**config.mk**
```make
export PLATFORM = sky130hd
export DESIGN_NAME = snake_head_ctrl
export DESIGN_NICKNAME = d
export VERILOG_FILES = /design/src/rtl/snake_head_ctrl.sv
export SDC_FILE = /design/constraint.sdc
export NUM_CORES = 1
export LEC_CHECK = 0
export BUFFER_PORTS_ARGS = -buffer_cell sky130_fd_sc_hd__buf_2
export CORE_ASPECT_RATIO = 0.9
export CORE_MARGIN = 5
export CORE_UTILIZATION = 45
export CTS_CLUSTER_DIAMETER = 120
export DETAILED_ROUTE_END_ITERATION = 8
export PLACE_DENSITY = 0.67
export SYNTH_ARGS = -nofsm -noshare
export SYNTH_HDL_FRONTEND = slang
export SYNTH_SLANG_ARGS = --single-unit
```
**constraint.sdc**
```tcl
create_clock -name clk -period 3.8 [get_ports clk]
set_input_delay 0.19 -clock clk [delete_from_list [all_inputs] [get_ports clk]]
set_output_delay 0.19 -clock clk [all_outputs]
set_load 0.01 [all_outputs]
```
**src/rtl/snake_head_ctrl.sv**
```systemverilog
// rtl/snake_head_ctrl.sv - snake head position, direction buffering and game-level FSM
//
// Advances the snake head one grid cell per `enable` tick, buffers player
// direction requests between ticks (dropping 180-degree reversals) and detects
// wall collisions.
//
// Optional feature macro: SNAKE_WRAP_EN
//   undefined (default): leaving the grid ends the game (RUN -> DEAD).
//   defined            : leaving the grid wraps to the opposite edge.
//
// Ports:
//   clk        in   system clock, rising edge
//   reset      in   asynchronous active-high reset
//   enable     in   one-cycle move tick from the rate divider
//   start      in   begin a new game (IDLE/DEAD -> RUN)
//   dir_in     in   requested direction: 00 up, 01 right, 10 down, 11 left
//   dir_valid  in   dir_in is valid this cycle
//   head_x     out  current head column
//   head_y     out  current head row
//   dir        out  direction used by the most recent move
//   head_valid out  one-cycle pulse: the head moved this cycle
//   running    out  FSM is in RUN
//   dead       out  FSM is in DEAD

module snake_head_ctrl #(
    parameter int GRID_W  = 32,
    parameter int GRID_H  = 24,
    parameter int X_W     = 5,
    parameter int Y_W     = 5,
    parameter int START_X = 16,
    parameter int START_Y = 12
) (
    input  logic           clk,
    input  logic           reset,
    input  logic           enable,
    input  logic           start,
    input  logic [1:0]     dir_in,
    input  logic           dir_valid,
    output logic [X_W-1:0] head_x,
    output logic [Y_W-1:0] head_y,
    output logic [1:0]     dir,
    output logic           head_valid,
    output logic           running,
    output logic           dead
);

    typedef enum logic [1:0] {
        S_IDLE = 2'd0,
        S_RUN  = 2'd1,
        S_DEAD = 2'd2
    } state_t;

    localparam logic [1:0] D_UP    = 2'b00;
    localparam logic [1:0] D_RIGHT = 2'b01;
    localparam logic [1:0] D_DOWN  = 2'b10;
    localparam logic [1:0] D_LEFT  = 2'b11;

    localparam logic signed [X_W:0] X_ONE = (X_W+1)'(1);
    localparam logic signed [Y_W:0] Y_ONE = (Y_W+1)'(1);
    localparam logic signed [X_W:0] X_MAX = (X_W+1)'(GRID_W - 1);
    localparam logic signed [Y_W:0] Y_MAX = (Y_W+1)'(GRID_H - 1);

    state_t          state;
    logic [1:0]      pending;

    logic [1:0]      ref_dir;
    logic            accept;
    logic signed [X_W:0] x0, nx;
    logic signed [Y_W:0] y0, ny;
    logic            x_oob, y_oob, oob;

    // On a tick the pending direction is what gets committed, so reversal
    // checks compare against it rather than the previous move's direction.
    assign ref_dir = enable ? pending : dir;
    assign accept  = dir_valid && (dir_in != (ref_dir ^ 2'b10));

    assign x0 = $signed({1'b0, head_x});
    assign y0 = $signed({1'b0, head_y});

    always_comb begin
        nx = x0;
        ny = y0;
        case (pending)
            D_UP:    ny = y0 - Y_ONE;
            D_RIGHT: nx = x0 + X_ONE;
            D_DOWN:  ny = y0 + Y_ONE;
            default: nx = x0 - X_ONE;
        endcase
    end

    // A step past 2^X_W-1 overflows to a negative value in the one-bit-wider
    // signed intermediate, so the sign bit also catches the right/bottom edge
    // when the grid fills the whole coordinate range.
    assign x_oob = nx[X_W] || (nx > X_MAX);
    assign y_oob = ny[Y_W] || (ny > Y_MAX);
    assign oob   = x_oob || y_oob;

    assign running = (state == S_RUN);
    assign dead    = (state == S_DEAD);

    always_ff @(posedge clk or posedge reset) begin
        if (reset) begin
            state      <= S_IDLE;
            head_x     <= X_W'(START_X);
            head_y     <= Y_W'(START_Y);
            dir        <= D_RIGHT;
            pending    <= D_RIGHT;
            head_valid <= 1'b0;
        end else begin
            head_valid <= 1'b0;
            case (state)
                S_RUN: begin
                    if (enable) begin
                        dir <= pending;
                        if (!oob) begin
                            head_x     <= nx[X_W-1:0];
                            head_y     <= ny[Y_W-1:0];
                            head_valid <= 1'b1;
                        end else begin
`ifdef SNAKE_WRAP_EN
                            // Only the axis of motion can leave the grid.
                            if (x_oob)
                                head_x <= (pending == D_LEFT) ? X_W'(GRID_W - 1) : '0;
                            else
                                head_x <= nx[X_W-1:0];
                            if (y_oob)
                                head_y <= (pending == D_UP) ? Y_W'(GRID_H - 1) : '0;
                            else
                                head_y <= ny[Y_W-1:0];
                            head_valid <= 1'b1;
`else
                            state <= S_DEAD;
`endif
                        end
                    end
                    if (accept)
                        pending <= dir_in;
                end
                default: begin
                    if (start) begin
                        state   <= S_RUN;
                        head_x  <= X_W'(START_X);
                        head_y  <= Y_W'(START_Y);
                        dir     <= D_RIGHT;
                        pending <= D_RIGHT;
                    end
                end
            endcase
        end
    end

endmodule
```
==> impl_metrics.json <==
{
  "first_global_vias": 1063,
  "ys.flop_type": "dfrtp_1",
  "synth_seq_cells": 17,
  "detail-route-antenna-nets": 0,
  "ys.warnings.count": 0,
  "fin_crit_sh_pct": 77.3,
  "grt_antenna_before_repair": 0,
  "startpoint_type": "flop",
  "outcome": "finished clean",
  "n_antenna_cell": 0,
  "setup_viol": 0,
  "synthesis.instances": 137,
  "drv_cap": 0,
  "critPathKind": "reg2reg",
  "arrival_ns": 3.13,
  "h-tree-depth": 1,
  "final-max-slew-violation-count": 0,
  "layout_setup_ws_ns": 0.862,
  "overflow": 0,
  "post-place-ws_ns": 0.909,
  "rows": 18,
  "portBuffers": 21,
  "dieArea_um2": 3880,
  "final_hold_viol_count": 0,
  "end_kind": "flop",
  "final_common_cell": "buf_2",
  "power.leakage_nw": 0.674,
  "required_ns": 3.99,
  "fin_hold_ws_ns": 0.131,
  "slew_headroom_pct": 53.9,
  "routabilityCongestion": 0.826,
  "setup_tns_ns": 0,
  "grt_max_degree": 18,
  "synth.avg_cell_area_um2": 8.99,
  "wl_per_cell_um": 15.1,
  "wl_um": 2860,
  "ioPinCount": 22,
  "final.setup_skew_ns": 0.0104,
  "clk_pin_slew_worst_paths_ns": 0.11,
  "syn2layout_area_growth_pct": 12.4,
  "nNetsFinal": 179,
  "numClockSinks": 17,
  "clk_latency_ns": 0.30,
  "start_util_pct": 45.9,
  "synth_edf_count": 0,
  "cts_tree": "done",
  "p_per_area_nw_per_um2": 940,
  "first_iter_violations": 57,
  "yosys-top-cells-area": "dfrtp_1 (24%), dfstp_2 (11%), ha_1 (9.1%)",
  "fin_crit_ns": 2.94,
  "synth-async-reset-ratio_pct": 100,
  "die_width_um": 65.1,
  "track_usage_pct": 16.4,
  "drc": 0,
  "drive_gt1_share_pct": 21.3,
  "irDropWorstVdd_uv": 463,
  "drt_pass1_iterations": 4,
  "most-common-layout-cells": "buf_2 (21), nand2_1 (14), dfrtp_1 (12)",
  "rsz0062_at_grt": "no",
  "clock_tree.root_cell": "clkbuf_4",
  "yosysTopAreaCellShare_pct": 24.4,
  "synthesis.area_um2": 1230,
  "postCtsSetupRepairBufs": 0,
  "vias_per_cell": 5.65,
  "via_count": 1073,
  "synth_nets": 155,
  "core_area_um2": 2680,
  "die_h_um": 59.6,
  "cts_buffer_depth": 2,
  "tightestPinTransition_ns": 0.691,
  "seq_area_frac_synth_pct": 35.1,
  "synth_top_area_cell": "dfrtp_1",
  "synthDistinctLibCells": 36,
  "worstHoldPathType": "in2reg",
  "cp_max_fo": 9,
  "dp_hpwl_um": 2150,
  "grt_pass1_wl_um": 4890,
  "cts_buffers": 3,
  "max_freq_mhz": 340
}
==> kinds of logic (layout without fill, tap and decap cells) <==
| group | Yosys count | in the layout | share of synthesized area, % |
|---|---|---|---|
| flops | 17 | 17 | 35.1 |
| buf+inv | 13 | 36 | 5.18 |
| mux | 2 | 2 | 1.63 |
| simple gates | 43 | 43 | 17.0 |
| xor+xnor | 8 | 8 | 5.69 |
| compound gates | 43 | 43 | 23.1 |
| fa+ha+maj | 11 | 11 | 12.4 |
==> registers in the layout (all words and copies together), names as in the netlist <==
name and count:
state 2, pending 2, head_x 5, head_y 5
head_valid 1, dir 2
==> timing repair <==
item / in CTS / in global routing
gates resized for setup: 0 / 0
hold endpoints to repair: 9 / 0
hold buffers: 1 / 0
==> layer usage <==
layer  track usage [%]  vias up  wire length (um)
met3              4.55        2                85
li1                  -      544                 -
met2              25.1       19              1360
met1              22.0      508              1390
met4              6.51        0                23
met5                 0        -                 0
==> Yosys cell counts, types with 3 or more instances <==
master,count
inv_1,10
nand2_1,14
o21ai_0,10
nand3_1,4
nor3_1,7
nor2_1,8
a211oi_1,7
dfrtp_1,12
xnor2_1,3
a21o_1,3
xor2_1,5
a21oi_1,10
ha_1,9
dfstp_2,5
==> layout make-up <==
type / count / area, um^2
Clock buffer: 4 / 26.3
Fill cell: 246 / 1300
Inverter: 10 / 37.5
Multi-Input combinational cell: 107 / 736
Sequential cell: 17 / 432
Tap cell: 30 / 37.5
Timing Repair Buffer: 22 / 115
==> worst max-delay path, cell delays in order, from the launching register on <==
cell      delay (ns)
dfstp_2         0.63
inv_1           0.13
nand2_1         0.21
inv_1           0.08
fa_1            0.40
nand2b_1        0.16
a21oi_1         0.16
xor2_1          0.34
a211o_1         0.29
nor2_1          0.09
a221o_1         0.36
==> report_power, final <==
part,switching [mW],internal (mW)
registers,0.0772,0.267
logic,0.517,0.337
clock network,0.0621,0.0409
total,0.656,0.645
==> path summary, 6_finish.rpt <==
kind / start / end / slack (ns) / cells past startpoint
max: pending[0] / head_x[1] / 0.86 / 10
min: dir_in[1] / pending[1] / 0.13 / 3
max reg2reg: pending[0] / head_x[1] / 0.86 / 10
min reg2reg: head_y[1] / head_y[1] / 0.56 / 1
max in group asynchronous: reset / dir[1] / 2.83 / 3
min in group asynchronous: reset / head_x[0] / 0.53 / 3
==> metrics by stage <==
stage | instances | cell area, um^2 | power, mW | util [%]
2_1_floorplan | 137 | 1230 | 1.02 | -
4_1_cts | 190 | 1380 | 1.30 | 51.6
3_5_place_dp | 185 | 1350 | 1.19 | 50.3
3_3_place_gp | 185 | 1350 | 1.17 | 50.3
6_report | 190 | 1380 | 1.30 | 51.6
5_1_grt | 190 | 1380 | 1.44 | 51.6
Note: power is estimated with default switching activity, not from simulation.
